### src/rtl/maxpool_pkg.sv
// Shared types and helpers for maxpool_stream; MAXPOOL_SIGNED_EN switches the lane compare to signed.
package maxpool_pkg;

  typedef enum logic [1:0] {IDLE, ACTIVE, LAST} state_t;

  localparam int LANE_MAX_W = 32;

`ifdef MAXPOOL_SIGNED_EN
  localparam bit SIGNED_CMP = 1'b1;
`else
  localparam bit SIGNED_CMP = 1'b0;
`endif

  function automatic int out_dim(input int img, input int k, input int stride);
    return (img - k) / stride + 1;
  endfunction

  // Flipping the sign bit of both operands turns an unsigned compare into a signed one.
  function automatic logic [LANE_MAX_W-1:0] lane_max(input logic [LANE_MAX_W-1:0] a,
                                                      input logic [LANE_MAX_W-1:0] b,
                                                      input int w);
    logic [LANE_MAX_W-1:0] flip;
    flip = SIGNED_CMP ? (LANE_MAX_W'(1) << (w - 1)) : '0;
    return ((a ^ flip) > (b ^ flip)) ? a : b;
  endfunction

endpackage

### src/rtl/maxpool_linebuf.sv
// K-1 cascaded row delay lines addressed by column; each tap returns the pixel one row further up.
module maxpool_linebuf
  import maxpool_pkg::*;
#(
  parameter int W     = 8,
  parameter int DEPTH = 8,
  parameter int ROWS  = 2,
  parameter int AW    = 3
) (
  input  logic              clk,
  input  logic              en,
  input  logic [AW-1:0]     addr,
  input  logic [W-1:0]      din,
  output logic [ROWS*W-1:0] taps
);

  logic [W-1:0] mem [ROWS][DEPTH];

  always_ff @(posedge clk) begin
    if (en) begin
      mem[0][addr] <= din;
      for (int r = 1; r < ROWS; r++) mem[r][addr] <= mem[r-1][addr];
    end
  end

  always_comb begin
    taps = '0;
    for (int r = 0; r < ROWS; r++) taps[r*W +: W] = mem[r][addr];
  end

endmodule

### src/rtl/maxpool_stream.sv
// Streaming KxK max-pool with stride over raster input, CH lanes; MAXPOOL_SIGNED_EN selects signed compare.
// out_valid one cycle after the window-completing pixel; in_ready drops while output stalls or last beat pends.
module maxpool_stream
  import maxpool_pkg::*;
#(
  parameter int DATA_W = 8,
  parameter int CH     = 1,
  parameter int IMG_W  = 8,
  parameter int IMG_H  = 8,
  parameter int K      = 3,
  parameter int STRIDE = 1
) (
  input  logic                 clk,
  input  logic                 rst,
  input  logic                 in_valid,
  output logic                 in_ready,
  input  logic [CH*DATA_W-1:0] in_data,
  output logic                 out_valid,
  input  logic                 out_ready,
  output logic [CH*DATA_W-1:0] out_data,
  output logic                 out_last
);

  localparam int LW       = CH * DATA_W;
  localparam int OUT_W    = out_dim(IMG_W, K, STRIDE);
  localparam int OUT_H    = out_dim(IMG_H, K, STRIDE);
  localparam int CW       = (IMG_W > 1) ? $clog2(IMG_W) : 1;
  localparam int RW       = (IMG_H > 1) ? $clog2(IMG_H) : 1;
  localparam int LAST_COL = K - 1 + (OUT_W - 1) * STRIDE;
  localparam int LAST_ROW = K - 1 + (OUT_H - 1) * STRIDE;
  localparam int NT       = (K > 1) ? K - 1 : 1;

  state_t          state;
  logic [CW-1:0]   col;
  logic [RW-1:0]   row;
  logic            acc, emit, frame_end;
  logic [NT*LW-1:0] taps;
  logic [LW-1:0]   new_col [K];
  logic [LW-1:0]   win     [K][K];
  logic [LW-1:0]   win_max;

  assign in_ready  = !rst && (state != LAST) && (!out_valid || out_ready);
  assign acc       = in_valid && in_ready;
  assign frame_end = (col == CW'(IMG_W - 1)) && (row == RW'(IMG_H - 1));

  generate
    if (K > 1) begin : g_lb
      maxpool_linebuf #(.W(LW), .DEPTH(IMG_W), .ROWS(K - 1), .AW(CW)) u_linebuf (
        .clk  (clk),
        .en   (acc),
        .addr (col),
        .din  (in_data),
        .taps (taps)
      );
    end else begin : g_nolb
      assign taps = '0;
    end
  endgenerate

  // new_col[K-1] is the current row; lower indices reach further up the image.
  always_comb begin
    for (int r = 0; r < K; r++) new_col[r] = '0;
    new_col[K-1] = in_data;
    for (int t = 0; t < K - 1; t++) new_col[K-2-t] = taps[t*LW +: LW];
  end

  always_comb begin
    emit = (int'(col) >= K - 1) && (int'(row) >= K - 1) &&
           (((int'(col) - (K - 1)) % STRIDE) == 0) &&
           (((int'(row) - (K - 1)) % STRIDE) == 0);
  end

  // Max over the window as it will look after this pixel shifts in.
  always_comb begin
    logic [LANE_MAX_W-1:0] m;
    logic [LANE_MAX_W-1:0] v;
    win_max = '0;
    for (int l = 0; l < CH; l++) begin
      m = LANE_MAX_W'(new_col[0][l*DATA_W +: DATA_W]);
      for (int r = 0; r < K; r++) begin
        v = LANE_MAX_W'(new_col[r][l*DATA_W +: DATA_W]);
        m = lane_max(m, v, DATA_W);
        for (int c = 1; c < K; c++) begin
          v = LANE_MAX_W'(win[r][c][l*DATA_W +: DATA_W]);
          m = lane_max(m, v, DATA_W);
        end
      end
      win_max[l*DATA_W +: DATA_W] = m[DATA_W-1:0];
    end
  end

  always_ff @(posedge clk) begin
    if (acc) begin
      for (int r = 0; r < K; r++) begin
        for (int c = 0; c < K - 1; c++) win[r][c] <= win[r][c+1];
        win[r][K-1] <= new_col[r];
      end
    end
  end

  always_ff @(posedge clk or posedge rst) begin
    if (rst) begin
      state     <= IDLE;
      col       <= '0;
      row       <= '0;
      out_valid <= 1'b0;
      out_data  <= '0;
      out_last  <= 1'b0;
    end else begin
      case (state)
        IDLE, ACTIVE: if (acc) state <= frame_end ? LAST : ACTIVE;
        // The last beat may already have left if trailing pixels were discarded.
        LAST:         if (!out_valid || out_ready) state <= IDLE;
        default:      state <= IDLE;
      endcase

      if (acc) begin
        if (col == CW'(IMG_W - 1)) begin
          col <= '0;
          row <= (row == RW'(IMG_H - 1)) ? '0 : row + 1'b1;
        end else begin
          col <= col + 1'b1;
        end
      end

      if (acc && emit) begin
        out_valid <= 1'b1;
        out_data  <= win_max;
        out_last  <= (col == CW'(LAST_COL)) && (row == RW'(LAST_ROW));
      end else if (out_ready) begin
        out_valid <= 1'b0;
        out_last  <= 1'b0;
      end
    end
  end

endmodule

### config.mk
export PLATFORM = sky130hd
export DESIGN_NAME = maxpool_stream
export DESIGN_NICKNAME = d
export VERILOG_FILES = /design/src/rtl/maxpool_pkg.sv /design/src/rtl/maxpool_linebuf.sv /design/src/rtl/maxpool_stream.sv
export SDC_FILE = /design/constraint.sdc
export NUM_CORES = 1
export LEC_CHECK = 0
export ABC_AREA = 0
export CELL_PAD_IN_SITES_DETAIL_PLACEMENT = 0
export CELL_PAD_IN_SITES_GLOBAL_PLACEMENT = 2
export CORE_ASPECT_RATIO = 0.9
export CORE_MARGIN = 4
export CORE_UTILIZATION = 40
export DETAILED_ROUTE_END_ITERATION = 6
export PLACE_DENSITY = 0.85
export SLEW_MARGIN = 15
export SYNTH_ARGS = -nofsm -noshare
export SYNTH_HDL_FRONTEND = slang
export SYNTH_SLANG_ARGS = --single-unit
### constraint.sdc
create_clock -name clk -period 26.5 [get_ports clk]
set_input_delay 7.95 -clock clk [delete_from_list [all_inputs] [get_ports clk]]
set_output_delay 7.95 -clock clk [all_outputs]
set_load 0.01 [all_outputs]
---- Word-level counts from Yosys, hierarchy flattened ----
Memories as Yosys holds them, arrays and structs flattened.
Cells that the tools add are included.
operators by class
  multiplexer cells ....................... 28
  add/subtract/negate cells ............... 2
  reductions and logical operators ........ 15
  equality and inequality tests ........... 7
  bitwise gates (word level) .............. 1
  $lt $le $gt $ge ......................... 12
operator list
  cell                                                               count
  two-way mux 8 bit                                                  13
  > comparator 8 bit                                                 8
  two-way mux 64 bit                                                 1
  binary-select mux 8 bit (select 3 bit)                             2
  demux 8 bit (select 3 bit)                                         1
  logical AND 1 bit                                                  7
  adder 3 x 1 -> 3 bit, second input constant                        2
  == test 3 bit, second input constant                               2
  greater-or-equal comparator 3 x 2 -> 1 bit, second input constant  2
  two-way mux 2 bit                                                  3
  two-way mux 3 bit                                                  2
  != test 2 bit, second input constant                               3
  two-way mux 1 bit                                                  5
  greater-or-equal comparator 4 bit, second input constant           1
  < comparator 4 x 1 -> 1 bit, second input constant                 1
  inverter 3 -> 4 bit                                                1
  one-hot mux 2 bit (2 select lines)                                 1
  AND reduction 2 bit                                                2
  == test 2 x 1 -> 1 bit, second input constant                      1
  == test 2 bit, second input constant                               1
  logical NOT 1 bit                                                  2
  logical NOT 2 bit                                                  1
  nonzero test 2 bit                                                 1
  OR reduction 2 bit                                                 1
  logical OR 1 bit                                                   1
word-level totals
  memory bits (writable) .................. 200
  memories ................................ 2
  register bits ........................... 18
  output and inout bits ................... 11
memory list
  name                depth  bits a word  read ports  clocked after memory_dff  write ports  RTL line               source
  g_lb.u_linebuf.mem  2      64           2           0                         2            maxpool_linebuf.sv:17  logic [W-1:0] mem [ROWS][DEPTH];
  win                 3      24           3           0                         3            maxpool_stream.sv:39   logic [LW-1:0] win [K][K];

---- Longest topological paths before layout ----
Gate-level depths: netlist of run 1.
  depth after elaboration ................. 20
  gate-level depth with buffers ........... 78
  gate-level depth less buffers ........... 69

---- By module ----
From an unflattened synthesis of run 1, not the netlist that was laid out.
second synthesis, totals
  cell total of the unflattened synthesis .. 768
  area total of the unflattened synthesis .. 10,154.7 um^2
modules (own cells, without submodules)
  module           times used  cells an instance  sequential area each (um^2)  area an instance (um^2)
  maxpool_stream   1           546                1,891.8                      5,182.5
  maxpool_linebuf  1           222                3,843.7                      4,972.3

---- Least setup slack after synthesis of run 1 ----
Ideal clock, no wire load.
  kind .................................... input to output
  start ................................... input rst
  end ..................................... output in_ready
  slack ................................... 9.897 ns
  cell stages on the path ................. 2
  data arrival time ....................... 8.653 ns
  path through ............................ inv_1 > and3_1
between the ends
  word-level cells in the longest chain between the ends .. 3
RTL lines
  element                          RTL line              source
  from (decl)                      maxpool_stream.sv:14  input logic rst,
  logical NOT 1 bit (no line)      --
  logical AND 1 bit (2 in series)  maxpool_stream.sv:42  assign in_ready = !rst && (state != LAST) && (!out_valid || out_ready);
  to (decl)                        maxpool_stream.sv:16  output logic in_ready,
No other way between the ends.

---- Worst setup path in the final report of run 1 ----
Ends and elaborated chain as after synthesis.

==> flow_summary.ini, run 1 <==
[status]
status = finished, final reports clean

[die]
rows = 54
fp.dieArea_mm2 = 0.0270
die_y_um = 156
die_x_um = 173
initial_core_util_pct = 40.4
ios = 23
core_area_mm2 = 0.0242

[detailed_routing]
dr.pass1.iters = 4
via_count = 6149
wire_per_inst_um = 20.4
ant_nets = 0
detail_route.vias_per_cell = 5.55
wirelength_um = 22600
drtIter0Drc = 553
drc = 0

[synth]
synthAdderAreaFrac_pct = 8.95
synth-compound-area-share_pct = 12.0
syn-num-nets = 838
synth_area_leaders = edfxtp_1 (54%), ha_1 (9.0%), dfrtp_1 (4.6%)
synth_seq_cells = 194
synth_cells = 756
yosys.area_share.simple_pct = 9.00
synth_edf_count = 176
synth_area_per_cell_um2 = 12.9
ys_seq_area_share_pct = 58.6
synth_top_family_by_area = compound AO/OA/AOI/OAI gates
synthXorXnorAreaFrac_pct = 0
ys_types = 60
yosysWarningCount = 0
async_flop_share_pct = 9.28
synth-main-ff-cell = edfxtp_1
synth_top_cell_area_share_pct = 54.0
synth_area_mm2 = 0.00978
synth_largest_area_cell = edfxtp_1
muxShareOfSynthArea_pct = 7.03

[worst_setup_path]
ff2ff_setup_slack_ns = 10.02
cp-start-kind = input pin
criticalPathCategory = in -> out
r2r_start = col[0]
arrival_ns = 9.67
cp-end-kind = primary output
r2r_cells = 64
cp.required_ns = 18.55
timing.rr.end = out_data[7]
crit_fanout = 19

[sta]
fin_setup_tns_ns = 0
hold_viol_final = 0
max_slew.worst_pin.slew_ns = 1.03
fin_crit_ns = 17.62
setup_viol_count_final = 0
maxSlewViolCount = 0
max_freq_ghz = 0.0567
whs_ns = 0.454
fin_crit_sh_pct = 66.5
finClkSkew_ns = 0.0144
rsz0062_at_grt = no
relSlewSlack_pct = 30.8

[place]
dp_hpwl_um = 15800
numPortBuffers = 22
gp_congestion = 0.819
placement.cell_area_mm2 = 0.0104

[clocking]
clkTransAtPathRegs_ns = 0.09
cts_tree = yes
cts-root-buf = clkbuf_16
cts_made_buffers = 17
cts_buffer_depth = 2
htreeDepth = 4
ctsHoldBuffers = 0
cts.sinks = 194
cts_setup_buffers = 0
ctsResizeCount = 0
clk_latency_ns = 0.44

[grt]
grt_pass1_vias = 6150
grt_use_total_pct = 17.2
overflow = 0
grt_max_degree = 57
grt_pass1_wl_um = 35900
grt_antenna_before_repair = 0

[cells_and_area]
n_fill_cell = 2206
nets = 869
fin_util_pct = 45.5
drive_above_1_share_pct = 11.9
layout_common_cells = edfxtp_1 (176), inv_1 (78), ha_1 (70)
area_growth_pct = 12.4
final_common_cell = edfxtp_1
final_area_mm2 = 0.0110
diodes = 0

[hold_path]
hold_path_startpoint = win[1][4]
holdPathStages = 0
min_to = win[1][12]
hold_path.class = reg -> reg

[job]
max_cap_violations = 0
==> layout make-up <==
class                   instances  area (um2)  share of cell area [%]
flip-flops and latches        194        5740                    52.2
multi-input cells             457        3620                    32.9
clock buffers                  17         425                    3.87
well taps                     308         385                    3.50
repair buffers                 38         340                    3.10
inverters                      79         297                    2.70
clock inverters                15         188                    1.71
==> synthesized netlist by cell type (all sizes together), types with 5 or more instances <==
master,number
a21o,11
a21oi,37
a221o,16
a221oi,6
a22o,5
a311oi,6
and2,5
and3,12
buf,14
clkbuf,12
dfrtp,18
edfxtp,176
ha,70
inv,79
mux2,19
mux2i,11
mux4,16
nand2,56
nand2b,8
nand3,12
nand3b,9
nand4,8
nor2,36
nor2b,11
nor3,14
o211ai,6
o21a,12
o21ai,22
o221ai,6
o22ai,9
==> how the worst max path moves through the flow <==
stage / startpoint / endpoint / slack [ns] / cells past startpoint
after floorplan: rst / in_ready / 9.90 / 2
after global placement: rst / in_ready / 8.85 / 4
after detailed placement: rst / in_ready / 8.83 / 4
after CTS: rst / in_ready / 8.83 / 4
after global routing: col[0] / out_data[5] / 8.51 / 64
final: rst / in_ready / 8.88 / 4
==> kinds of logic after synthesis <==
family          count (synthesis)
buf+inv                       105
compound gates                161
simple gates                  180
mux                            46
flops                         194
fa+ha+maj                      70
==> through the flow <==
step | cells | setup WS [ns]
floorplan | 756 | 9.90
global placement | 1076 | 8.85
detailed placement | 1076 | 8.83
CTS | 1108 | 8.83
global route | 1108 | 8.51
finish | 1108 | 8.88
==> layer usage <==
metal  up-vias  part of all wire (%)  routed length, um  global-route usage, %
met2       180                    45              10200                   26.3
met5         -                     0                  0                      0
met1      3029                    48              11000                   25.8
met4         0                  0.60                136                   2.81
li1       2928                     -                  -                      -
met3        12                   6.0               1370                   3.60
==> registers in the layout, indices dropped and copies added (netlist names) <==
register	cells
g_lb.u_linebuf.mem	128
win	48
out_data	8
col	3
row	3
state	2
out_last	1
out_valid	1
==> critical path, cell delays in order <==
cell and delay, ns:
clkdlybuf4s50_1 0.40, inv_1 0.51, and3_1 0.28, clkdlybuf4s50_1 0.54
Power of run 1 is not shown: default switching activity piles up to over one toggle a cycle in this logic, so the estimate is an artifact.
==> inputs of run 2 (changes only) <==
- clock period: 26.5 -> 16.86 ns (I/O delays scaled with it)
==> run 2 against run 1 <==
Register-to-register slack got worse by 8.7 ns. Critical path depth rose by 61. Setup slack worse by 7.5 ns. Sequential share of layout area down 0.40 points. Core utilization up 0.35 points. Worst hold slack improved by 0.0078 ns. Cell area up 0.77%. Largest cell class unchanged.
==> flow_summary.ini, run 2 (synthesis gave the netlist of run 1 again) <==
[cells_and_area]
layout_common_cells = edfxtp_1 (176), inv_1 (78), ha_1 (70)
drive_above_1_share_pct = 12.5
largest_reg_flops = 128
fin_util_pct = 45.8
diodes = 0
nets = 871
n_fill_cell = 2162
area_growth_pct = 13.3
largest-register = g_lb.u_linebuf.mem
top_regs = g_lb.u_linebuf.mem: 128 flops, win: 48 flops, out_data: 8 flops
final_common_cell = edfxtp_1

[sta]
fin_crit_sh_pct = 92.0
fin_crit_ns = 15.51
setup_viol_count_final = 0
hold_viol_final = 0
max_slew.worst_pin.slew_ns = 1.11
fin_setup_tns_ns = 0
max_freq_ghz = 0.0645
maxSlewViolCount = 0
whs_ns = 0.462
rsz0062_at_grt = no
relSlewSlack_pct = 25.8
finClkSkew_ns = 0.0151
fin_ws_ns = 1.35

[worst_setup_path]
cp.required_ns = 17.19
criticalPathCategory = reg -> reg
cp_slowest_cell = dfrtp_2
arrival_ns = 15.83
cp-end-kind = flip-flop
cp-start-kind = flip-flop
crit_fanout = 25
cp_slowest_stage_delay_ns = 0.72

[clocking]
clk_latency_ns = 0.45
cts-root-buf = clkbuf_16
ctsHoldBuffers = 0
cts_made_buffers = 17
ctsResizeCount = 0
cts_setup_buffers = 0
cts.sinks = 194
cts_buffer_depth = 2
cts_tree = yes
htreeDepth = 4
clkTransAtPathRegs_ns = 0.09

[detailed_routing]
detail_route.vias_per_cell = 5.60
via_count = 6218
dr.pass1.iters = 7
wire_per_inst_um = 21.4
wirelength_um = 23800
ant_nets = 0
drtIter0Drc = 503
drc = 0

[grt]
overflow = 0
grt_use_total_pct = 17.9
grt_max_degree = 57
grt_pass1_wl_um = 37200
grt_pass1_vias = 6295
grt_antenna_before_repair = 0

[die]
core_area_mm2 = 0.0242
ios = 23
fp.dieArea_mm2 = 0.0270
initial_core_util_pct = 40.4
rows = 54
die_x_um = 173
die_y_um = 156

[place]
place_ws_ns = 1.27
dp_hpwl_um = 16700
gp_congestion = 0.892
numPortBuffers = 22

[job]
max_cap_violations = 0

[hold_path]
hold_path.class = reg -> reg

[status]
status = finished, final reports clean
## run 2: cell types whose count changed in the layout (fill, tap and decap cells not counted), moves of 2 or more
cell,previous run,this run
buf_4,16,18
clkinv_4,2,0
inv_12,0,6
inv_16,0,3
inv_6,2,0
inv_8,4,2
## run 2: worst max-delay path: cells and delay by family, from the launching register on
kind	cells	cell delay, ns
multiplexers	5	2.01
flip-flops	1	0.72
AND/OR/NAND/NOR	20	3.76
adder cells (fa/ha/maj)	8	2.38
AO/OA/AOI/OAI	29	5.77
buffers and inverters	3	0.71
## run 2: cell type report
| class | count | area (um2) | share of cell area, % |
|---|---|---|---|
| Timing Repair Buffer | 40 | 355 | 3.21 |
| Multi-Input combinational cell | 457 | 3630 | 32.8 |
| Clock inverter | 15 | 245 | 2.21 |
| Tap cell | 308 | 385 | 3.48 |
| Inverter | 79 | 297 | 2.68 |
| Clock buffer | 17 | 425 | 3.84 |
| Sequential cell | 194 | 5740 | 51.8 |
## run 2: final timing paths
check                      slack, ns           to  cells past startpoint      from
max in group asynchronous      11.31       col[1]                      2       rst
min                             0.46     state[0]                      1  state[1]
min reg2reg                     0.46     state[0]                      1  state[1]
min in group asynchronous       5.03     state[0]                      2       rst
max reg2reg                     1.35  out_data[5]                     65    col[2]
max                             1.35  out_data[5]                     65    col[2]
## run 2: metrics by stage
step / cells / area (um2)
2_1_floorplan: 756 / 9780
6_report: 1110 / 11100
3_3_place_gp: 1078 / 10400
3_5_place_dp: 1078 / 10400
5_1_grt: 1110 / 11100
4_1_cts: 1110 / 11100
## run 2: metal layers
layer / routed length (um) / share of wire [%] / track usage, %
met1: 11500 / 48 / 26.7
met2: 10500 / 44 / 27.2
met3: 1370 / 5.8 / 3.57
met4: 355 / 1.5 / 4.33
met5: 0 / 0 / 0
Power of run 2 is left out for the same reason.
==> inputs of run 3 (changes only) <==
- MAX_ROUTING_LAYER: not set -> met4
==> run 3 against run 2 <==
Clock skew is 0.0019 ns higher. Highest routed layer unchanged. First-iteration DRC count grew 8.7%. Maximum frequency up 0.21%. Setup slack better by 0.033 ns. Non-clock buffer count stayed put. Global-route usage increased by 0.56 points. Core utilization is the same. Die area unchanged. Register-to-register slack improved by 0.03 ns.
==> flow_summary.ini, run 3 (synthesis gave the netlist of run 1 again) <==
[cells_and_area]
largest-register = g_lb.u_linebuf.mem
ff_latch_area_mm2 = 0.00574
final_common_cell = edfxtp_1
largest_reg_flops = 128
final_area_mm2 = 0.0111
layout_common_cells = edfxtp_1 (176), inv_1 (78), ha_1 (70)
finalNonFillerCells = 1110
diodes = 0
nets = 871
multi_input_area_mm2 = 0.00363
drive_above_1_share_pct = 12.5
top_regs = g_lb.u_linebuf.mem: 128 flops, win: 48 flops, out_data: 8 flops
n_fill_cell = 2162
area_growth_pct = 13.3

[clocking]
cts_tree = yes
clk_latency_ns = 0.45
cts.sinks = 194
cts_buffer_depth = 2
htreeDepth = 4
cts_made_buffers = 17
cts-root-buf = clkbuf_16
clkTransAtPathRegs_ns = 0.09

[worst_setup_path]
crit_fanout = 25
cp-start-kind = flip-flop
cp-startpoint = col[2]
r2r_start = col[2]
cp_slowest_cell = dfrtp_2
cp-end-kind = flip-flop
cp.required_ns = 17.18
cp_slowest_stage_delay_ns = 0.72
arrival_ns = 15.80
criticalPathCategory = reg -> reg

[die]
core_area_mm2 = 0.0242
die_y_um = 156
rows = 54
ios = 23
initial_core_util_pct = 40.4
fp.dieArea_mm2 = 0.0270
die_x_um = 173

[detailed_routing]
wirelength_um = 23700
drc = 0
dr.pass1.iters = 6
detail_route.vias_per_cell = 5.63
wire_per_inst_um = 21.4
ant_nets = 0
drtIter0Drc = 547
via_count = 6246

[grt]
grt_use_total_pct = 18.5
grt_antenna_before_repair = 0
grt_max_degree = 57
overflow = 0
grt_pass1_wl_um = 37300
grt_pass1_vias = 6279

[sta]
rsz0062_at_grt = no
fin_setup_tns_ns = 0
hold_viol_final = 0
max_slew.worst_pin.slew_ns = 1.12
fin_crit_ns = 15.47
fin_crit_sh_pct = 91.8
relSlewSlack_pct = 24.9
finClkSkew_ns = 0.0170
maxSlewViolCount = 0
max_freq_ghz = 0.0646
setup_viol_count_final = 0

[place]
placement.cell_area_mm2 = 0.0104
dp.cells = 1078
numPortBuffers = 22
dp_hpwl_um = 16700
gp_congestion = 0.907

[job]
max_cap_violations = 0

[hold_path]
hold_path.class = reg -> reg
hold_path_startpoint = state[1]

[status]
status = finished, final reports clean
-- run 3: cell counts in the layout (fill, tap and decap cells not counted) --
No cell type changed its count.
-- run 3: final timing paths --
check,endpoint,slack [ns],cells after the start
worst min-delay path,state[0],0.46,1
max in group asynchronous,col[1],11.30,2
worst min register to register,state[0],0.46,1
min in group asynchronous,state[0],5.04,2
worst max-delay path,out_data[4],1.39,65
worst max register to register,out_data[4],1.39,65
-- run 3: critical path, delay by kind of cell, from the launching register on --
family | cells | cell delay, ns
DFF | 1 | 0.72
AOI/OAI and AO/OA | 29 | 5.77
adders and majority gates | 8 | 2.38
buffers and inverters | 3 | 0.72
muxes | 5 | 2.00
and+or+nand+nor | 20 | 3.74
-- run 3: final cells by class --
class / instances / area share [%]
timing repair buffer: 40 / 3.21
clock inverter: 15 / 2.21
multi-input combinational: 457 / 32.8
inverter: 79 / 2.68
sequential: 194 / 51.8
tap: 308 / 3.48
clock buffer: 17 / 3.84
-- run 3: layer usage --
| metal | vias to the layer above | share of wire [%] | GRT usage, % | wire length (um) |
|---|---|---|---|---|
| met3 | 31 | 4.6 | 3.21 | 1080 |
| met2 | 172 | 44 | 27.2 | 10500 |
| met1 | 3105 | 50 | 26.7 | 11800 |
| met5 | - | 0 | - | 0 |
| li1 | 2938 | - | - | - |
| met4 | 0 | 1.6 | 4.90 | 381 |
-- run 3: stage by stage --
| stage | hold WS, ns | util, % | setup WS [ns] |
|---|---|---|---|
| final | 0.462 | 45.8 | 1.39 |
| after global routing | 0.493 | 45.8 | 0.0773 |
| after CTS | 0.469 | 45.7 | 1.20 |
| after detailed placement | 0.447 | 43.0 | 1.27 |
| after global placement | 0.432 | 43.0 | 1.41 |
| after floorplan | 0.425 | - | 3.36 |
-- run 3: repair_timing --
item,4_1_cts,5_1_grt
hold buffers,0,0
endpoints found under the setup margin,0,8
gates resized for setup,0,4
setup buffers,0,0
Power of run 3 is left out for the same reason.
